==> config.mk <==
export PLATFORM = sky130hd
export DESIGN_NAME = sqd_sched
export DESIGN_NICKNAME = d
export VERILOG_FILES = /design/src/rtl/sqd_sched.sv
export SDC_FILE = /design/constraint.sdc
export NUM_CORES = 1
export LEC_CHECK = 0
export CAP_MARGIN = 20
export CORE_MARGIN = 3
export CORE_UTILIZATION = 52
export DETAILED_ROUTE_END_ITERATION = 10
export PLACE_DENSITY = 0.91
export SLEW_MARGIN = 20
export SYNTH_ARGS = -nofsm -noshare
export SYNTH_HDL_FRONTEND = slang
export SYNTH_SLANG_ARGS = --single-unit
==> constraint.sdc <==
create_clock -name clk -period 2.4 [get_ports clk]
set_input_delay 0.6 -clock clk [delete_from_list [all_inputs] [get_ports clk]]
set_output_delay 0.6 -clock clk [all_outputs]
set_load 0.01 [all_outputs]
==> src/rtl/sqd_sched.sv <==
// Round-robin word-scan scheduler: serialises an 8-bit word MSB-first into an
// external sequence detector and reports how many cycles its match output was high.
module sqd_sched (
    input  logic       clk,
    input  logic       rst,
    input  logic       req0,
    input  logic       req1,
    input  logic [7:0] data0,
    input  logic [7:0] data1,
    output logic       gnt0,
    output logic       gnt1,
    output logic       det_rst,
    output logic       det_inp,
    input  logic       det_w,
    output logic       busy,
    output logic [3:0] cnt,
    output logic       cnt_src,
    output logic       cnt_vld
);

    typedef enum logic [2:0] {IDLE, CLR, SHIFT, DRAIN, REPORT} state_t;

    state_t     state_reg, state_next;
    logic [7:0] sr_reg, sr_next;
    logic [2:0] idx_reg, idx_next;
    logic       src_reg, src_next;
    logic       lp_reg, lp_next;
    logic [3:0] mcnt_reg, mcnt_next;
    logic [3:0] cnt_reg, cnt_next;
    logic       cnt_src_reg, cnt_src_next;
    logic       cnt_vld_reg, cnt_vld_next;
    logic       win;
    logic [1:0] gnt_vec;

    // Requester 1 wins when alone, or on a tie when requester 0 was served last.
    assign win = req1 & (~req0 | ~lp_reg);

    always_ff @(posedge clk or posedge rst) begin
        if (rst) begin
            state_reg   <= IDLE;
            sr_reg      <= '0;
            idx_reg     <= '0;
            src_reg     <= 1'b0;
            lp_reg      <= 1'b1;
            mcnt_reg    <= '0;
            cnt_reg     <= '0;
            cnt_src_reg <= 1'b0;
            cnt_vld_reg <= 1'b0;
        end else begin
            state_reg   <= state_next;
            sr_reg      <= sr_next;
            idx_reg     <= idx_next;
            src_reg     <= src_next;
            lp_reg      <= lp_next;
            mcnt_reg    <= mcnt_next;
            cnt_reg     <= cnt_next;
            cnt_src_reg <= cnt_src_next;
            cnt_vld_reg <= cnt_vld_next;
        end
    end

    always_comb begin
        state_next   = state_reg;
        sr_next      = sr_reg;
        idx_next     = idx_reg;
        src_next     = src_reg;
        lp_next      = lp_reg;
        mcnt_next    = mcnt_reg;
        cnt_next     = cnt_reg;
        cnt_src_next = cnt_src_reg;
        cnt_vld_next = 1'b0;
        case (state_reg)
            IDLE: begin
                if (req0 | req1) begin
                    src_next   = win;
                    sr_next    = win ? data1 : data0;
                    state_next = CLR;
                end
            end
            CLR: begin
                mcnt_next  = '0;
                idx_next   = '0;
                state_next = SHIFT;
            end
            SHIFT: begin
                sr_next  = {sr_reg[6:0], 1'b0};
                idx_next = idx_reg + 3'd1;
                // Moore detector lags one cycle, so index 0 carries no result yet.
                if (idx_reg != 3'd0 && det_w && mcnt_reg < 4'd8)
                    mcnt_next = mcnt_reg + 4'd1;
                if (idx_reg == 3'd7)
                    state_next = DRAIN;
            end
            DRAIN: begin
                if (det_w && mcnt_reg < 4'd8)
                    mcnt_next = mcnt_reg + 4'd1;
                state_next = REPORT;
            end
            REPORT: begin
                cnt_vld_next = 1'b1;
                cnt_next     = mcnt_reg;
                cnt_src_next = src_reg;
                lp_next      = src_reg;
                state_next   = IDLE;
            end
            default: state_next = IDLE;
        endcase
    end

    generate
        for (genvar gi = 0; gi < 2; gi++) begin : g_gnt
            assign gnt_vec[gi] = (state_reg == CLR) && (src_reg == 1'(gi));
        end
    endgenerate

    assign gnt0    = gnt_vec[0];
    assign gnt1    = gnt_vec[1];
    assign det_rst = rst | (state_reg == CLR);
    assign det_inp = (state_reg == SHIFT) & sr_reg[7];
    assign busy    = (state_reg != IDLE);
    assign cnt     = cnt_reg;
    assign cnt_src = cnt_src_reg;
    assign cnt_vld = cnt_vld_reg;

endmodule

==> results of run 1 <==
[cell families (layout without fill, tap and decap cells)]
group | after synthesis | in the layout | synth area share, %
buf+inv | 12 | 50 | 5.207
xor+xnor | 1 | 1 | 0.6630
compound gates | 27 | 27 | 13.73
simple gates | 33 | 33 | 13.73
flops | 26 | 26 | 49.34
fa+ha+maj | 4 | 4 | 3.788
mux | 16 | 16 | 13.54
[worst paths after layout]
path,slack [ns],endpoint,cells past startpoint,from
max in group asynchronous,1.42,lp_reg,3,rst
setup / recovery,0.05,det_rst,4,state_reg[1]
setup reg to reg,0.81,sr_reg[0],4,state_reg[1]
hold / removal,0.51,sr_reg[4],2,sr_reg[4]
min in group asynchronous,0.69,sr_reg[5],3,rst
hold reg to reg,0.51,sr_reg[4],2,sr_reg[4]
[layer usage]
metal | GRT usage (%) | vias to the layer above
li1 | - | 500
met2 | 30.05 | 17
met5 | 0 | -
met3 | 4.598 | 4
met1 | 22.35 | 520
met4 | 4.407 | 0
[metrics by stage]
step,utilization [%],hold WS (ns),setup WS (ns),power (mW),area (µm²)
6_report,74.80,0.5062,0.05196,1.983,1734
5_1_grt,74.80,0.5257,-0.05616,2.140,1734
4_1_cts,72.64,0.5007,0.004725,1.915,1684
3_5_place_dp,71.02,0.4709,0.07878,1.693,1647
3_3_place_gp,71.02,0.4613,0.1141,1.633,1647
2_1_floorplan,-,0.4474,0.4281,1.426,1321
[cell type report]
type	count	area, µm²	share of cell area, %
clock buffers	4	36.28	2.092
flip-flops and latches	26	655.6	37.81
well taps	28	35.03	2.020
multi-input cells	81	605.6	34.92
repair buffers	39	375.4	21.65
inverters	7	26.28	1.515
[layout by cell type (no fill, tap or decap)]
cell type	netlist	layout
nor3_2	1	2
nand3_1	2	2
o22ai_1	7	7
and2_1	2	2
a21boi_4	1	1
dlymetal6s2s_1	0	2
nor3b_4	1	1
buf_4	2	8
dfstp_2	1	1
o21ai_0	4	4
dfrtp_1	25	22
and3_1	2	2
o21ai_1	5	5
nor2_1	4	4
xor2_1	1	1
nor3_1	2	1
clkdlybuf4s50_1	0	29
ha_1	4	4
o21ai_2	2	2
inv_2	1	1
mux2_2	15	15
dfrtp_2	0	3
clkbuf_4	0	3
nand2b_1	4	4
a211o_1	1	1
nor2b_1	1	1
nand2_1	11	11
or3_1	2	2
clkbuf_8	0	1
inv_1	6	6
a21oi_1	3	3
nand3b_1	1	1
a22o_1	3	3
a31oi_1	1	1
mux2i_1	1	1
[timing repair]
action,4_1_cts,5_1_grt
cloned,0,0
buffers inserted,0,5
endpoints found under the setup margin,2,4
resized for setup,1,5
pin swaps,0,1
[worst reg2reg max path: stages, from the launching register on]
cell and delay (ns):
dfrtp_2 0.49, nor3_1 0.21, or3_1 0.50, mux2i_1 0.25, nor2_1 0.06
[power by group through the flow]
stage               clock [mW]  combinational (mW)  sequential (mW)
global route             0.240                1.08            0.823
finish                   0.222               0.965            0.796
floorplan                    0               0.677            0.749
CTS                      0.222               0.902            0.790
global placement             0               0.847            0.786
detailed placement           0               0.895            0.798
==> key figures, run 1 <==
Global route
  • GRT Util Overall: 17.66%
  • Initial antenna violation count: 0
  • Largest net degree at the start of global routing: 27
  • Grt ovf: 0
  • Vias in the first global route: 973
  • First-pass GRT wire length: 4436 µm

Final layout
  • Nets: 183
  • Syn-to-layout area delta: 31.25%
  • # fillers: 144
  • Largest register FFs: 8
  • Share of cells above drive strength 1: 24.20%
  • # diodes: 0
  • Non-filler cells in the finished layout: 185

Clock tree
  • CTS tree: done
  • Clock transition at path regs: 0.14 ns
  • CTS H-tree lvls: 1
  • Hold Buf Count CTS: 0
  • CTS root buf: clkbuf_4
  • Clock Sinks: 26
  • TritonCTS Buffers: 3
  • Clk_lat worst skew: 0.32 ns
  • Max clock buf depth: 2

Setup path
  • Crit Path Max Fanout: 6
  • Crit path largest cell delay: 0.53 ns
  • Worst path required time: 1.80 ns
  • CP max stage cell: clkdlybuf4s50_1
  • Crit. End Element: primary output
  • Crit Path Category: reg2out
  • Crit-path most repeated cell: nand2_1
  • Crit path DAT: 1.75 ns
  • Startpoint Class: flop
  • WP buf/inv: 1
  • Crit path max-delay family: buffers and inverters
  • Sequence of cells on the critical path: nor2_1 -> nand2_1 -> nand2_1 -> clkdlybuf4s50_1

Routing
  • Avg WL per Cell: 15.16 µm
  • Detail Route Antenna Nets: 0
  • DRT Pass-1 Iters: 4
  • Drc violations: 0
  • Highest metal used: met4
  • Met3 WL: 86 µm
  • Met2 WL: 1479 µm
  • Vias per inst: 5.627
  • Total routed wirelength: 2804 µm
  • Met1 WL: 1205 µm
  • Detailed router's first-iteration violation count: 26
  • Total number of vias: 1041

Synthesis
  • Syn Std Cell Area: 0.001321 mm²
  • Syn Nets: 144
  • Number of flops mapped to enable cells by yosys: 0
  • Yosys Warn Count: 0
  • Synth cell types: 32
  • Syn avg cell area: 11.10 µm²
  • Most common cell in the netlist: dfrtp_1
  • Synthesized flop and latch total: 26
  • Synth top area share: 47.35%
  • Synth top cells by count: dfrtp_1 (25), mux2_2 (15), nand2_1 (11)
  • Post-synthesis async set-or-reset flop share: 100.0%
  • Largest area contributor in the netlist: dfrtp_1
  • Post-Synthesis Cells: 119
  • Top post-synthesis cells by area: dfrtp_1 (47%), mux2_2 (13%), ha_1 (3.8%)
  • Main flop type after synthesis: dfrtp_1
  • Sequential share of the synthesized area: 49.34%

Timing
  • Setup Skew: 0.001953 ns
  • Tcrit/Tclk final: 97.83%
  • Fmax: 0.4259 GHz
  • Worst Max-Slew Pin Slew: 0.5670 ns
  • Hold Vio Cnt, Final: 0
  • Worst rel slew slack: 62.20%
  • Fin Setup TNS: 0 ns
  • Slew Limit Fails: 0
  • Number of setup violations in the final report: 0
  • Tmin final: 2.348 ns

Run status
  • Status: finished, final reports clean

Power and ir drop
  • Gate power share: 48.7%
  • PD cells: 1144 mW/mm²
  • Peak supply drop: 0.0008663 V
  • Int Power: 1.216 mW
  • Leakage: 0.8143 nW
  • Flop pwr share: 40.2%
  • Sw power: 0.7678 mW
  • Clock power share: 11.2%
  • Sw Ratio: 38.71%

Job
  • MaxCap Viol Count: 0

Die
  • Starting Density: 56.99%
  • Core region area: 0.002318 mm²
  • Std cell rows: 17
  • I/O pin cnt: 32
  • DIE WIDTH: 56.41 µm
  • Die height: 56.41 µm
  • Full die area: 0.003182 mm²

Hold path
  • Hold WC Path Type: reg2reg

Place
  • Dpl cells: 176
  • RD Place Congestion: 0.7962
  • Post-DP HPWL: 1935 µm
  • IO Port Bufs: 31
No activity file was read; power rests on OpenSTA's default activity.
==> run 2: changes to the inputs <==
--- a/config.mk
+++ b/config.mk
@@ -8,6 +8,7 @@
 export CAP_MARGIN = 20
 export CORE_MARGIN = 3
 export CORE_UTILIZATION = 52
+export CTS_CLUSTER_DIAMETER = 100
 export DETAILED_ROUTE_END_ITERATION = 10
 export PLACE_DENSITY = 0.91
 export SLEW_MARGIN = 20
==> results of run 2 <==
Final layout, timing and power as in run 1 (identical DEF).
==> run 3: changes to the inputs <==
--- a/config.mk
+++ b/config.mk
@@ -10,6 +10,7 @@
 export CORE_UTILIZATION = 52
 export CTS_CLUSTER_DIAMETER = 100
 export DETAILED_ROUTE_END_ITERATION = 10
+export HOLD_SLACK_MARGIN = 0.06
 export PLACE_DENSITY = 0.91
 export SLEW_MARGIN = 20
 export SYNTH_ARGS = -nofsm -noshare
==> results of run 3 <==
Final layout, timing and power as in run 1 (identical DEF).
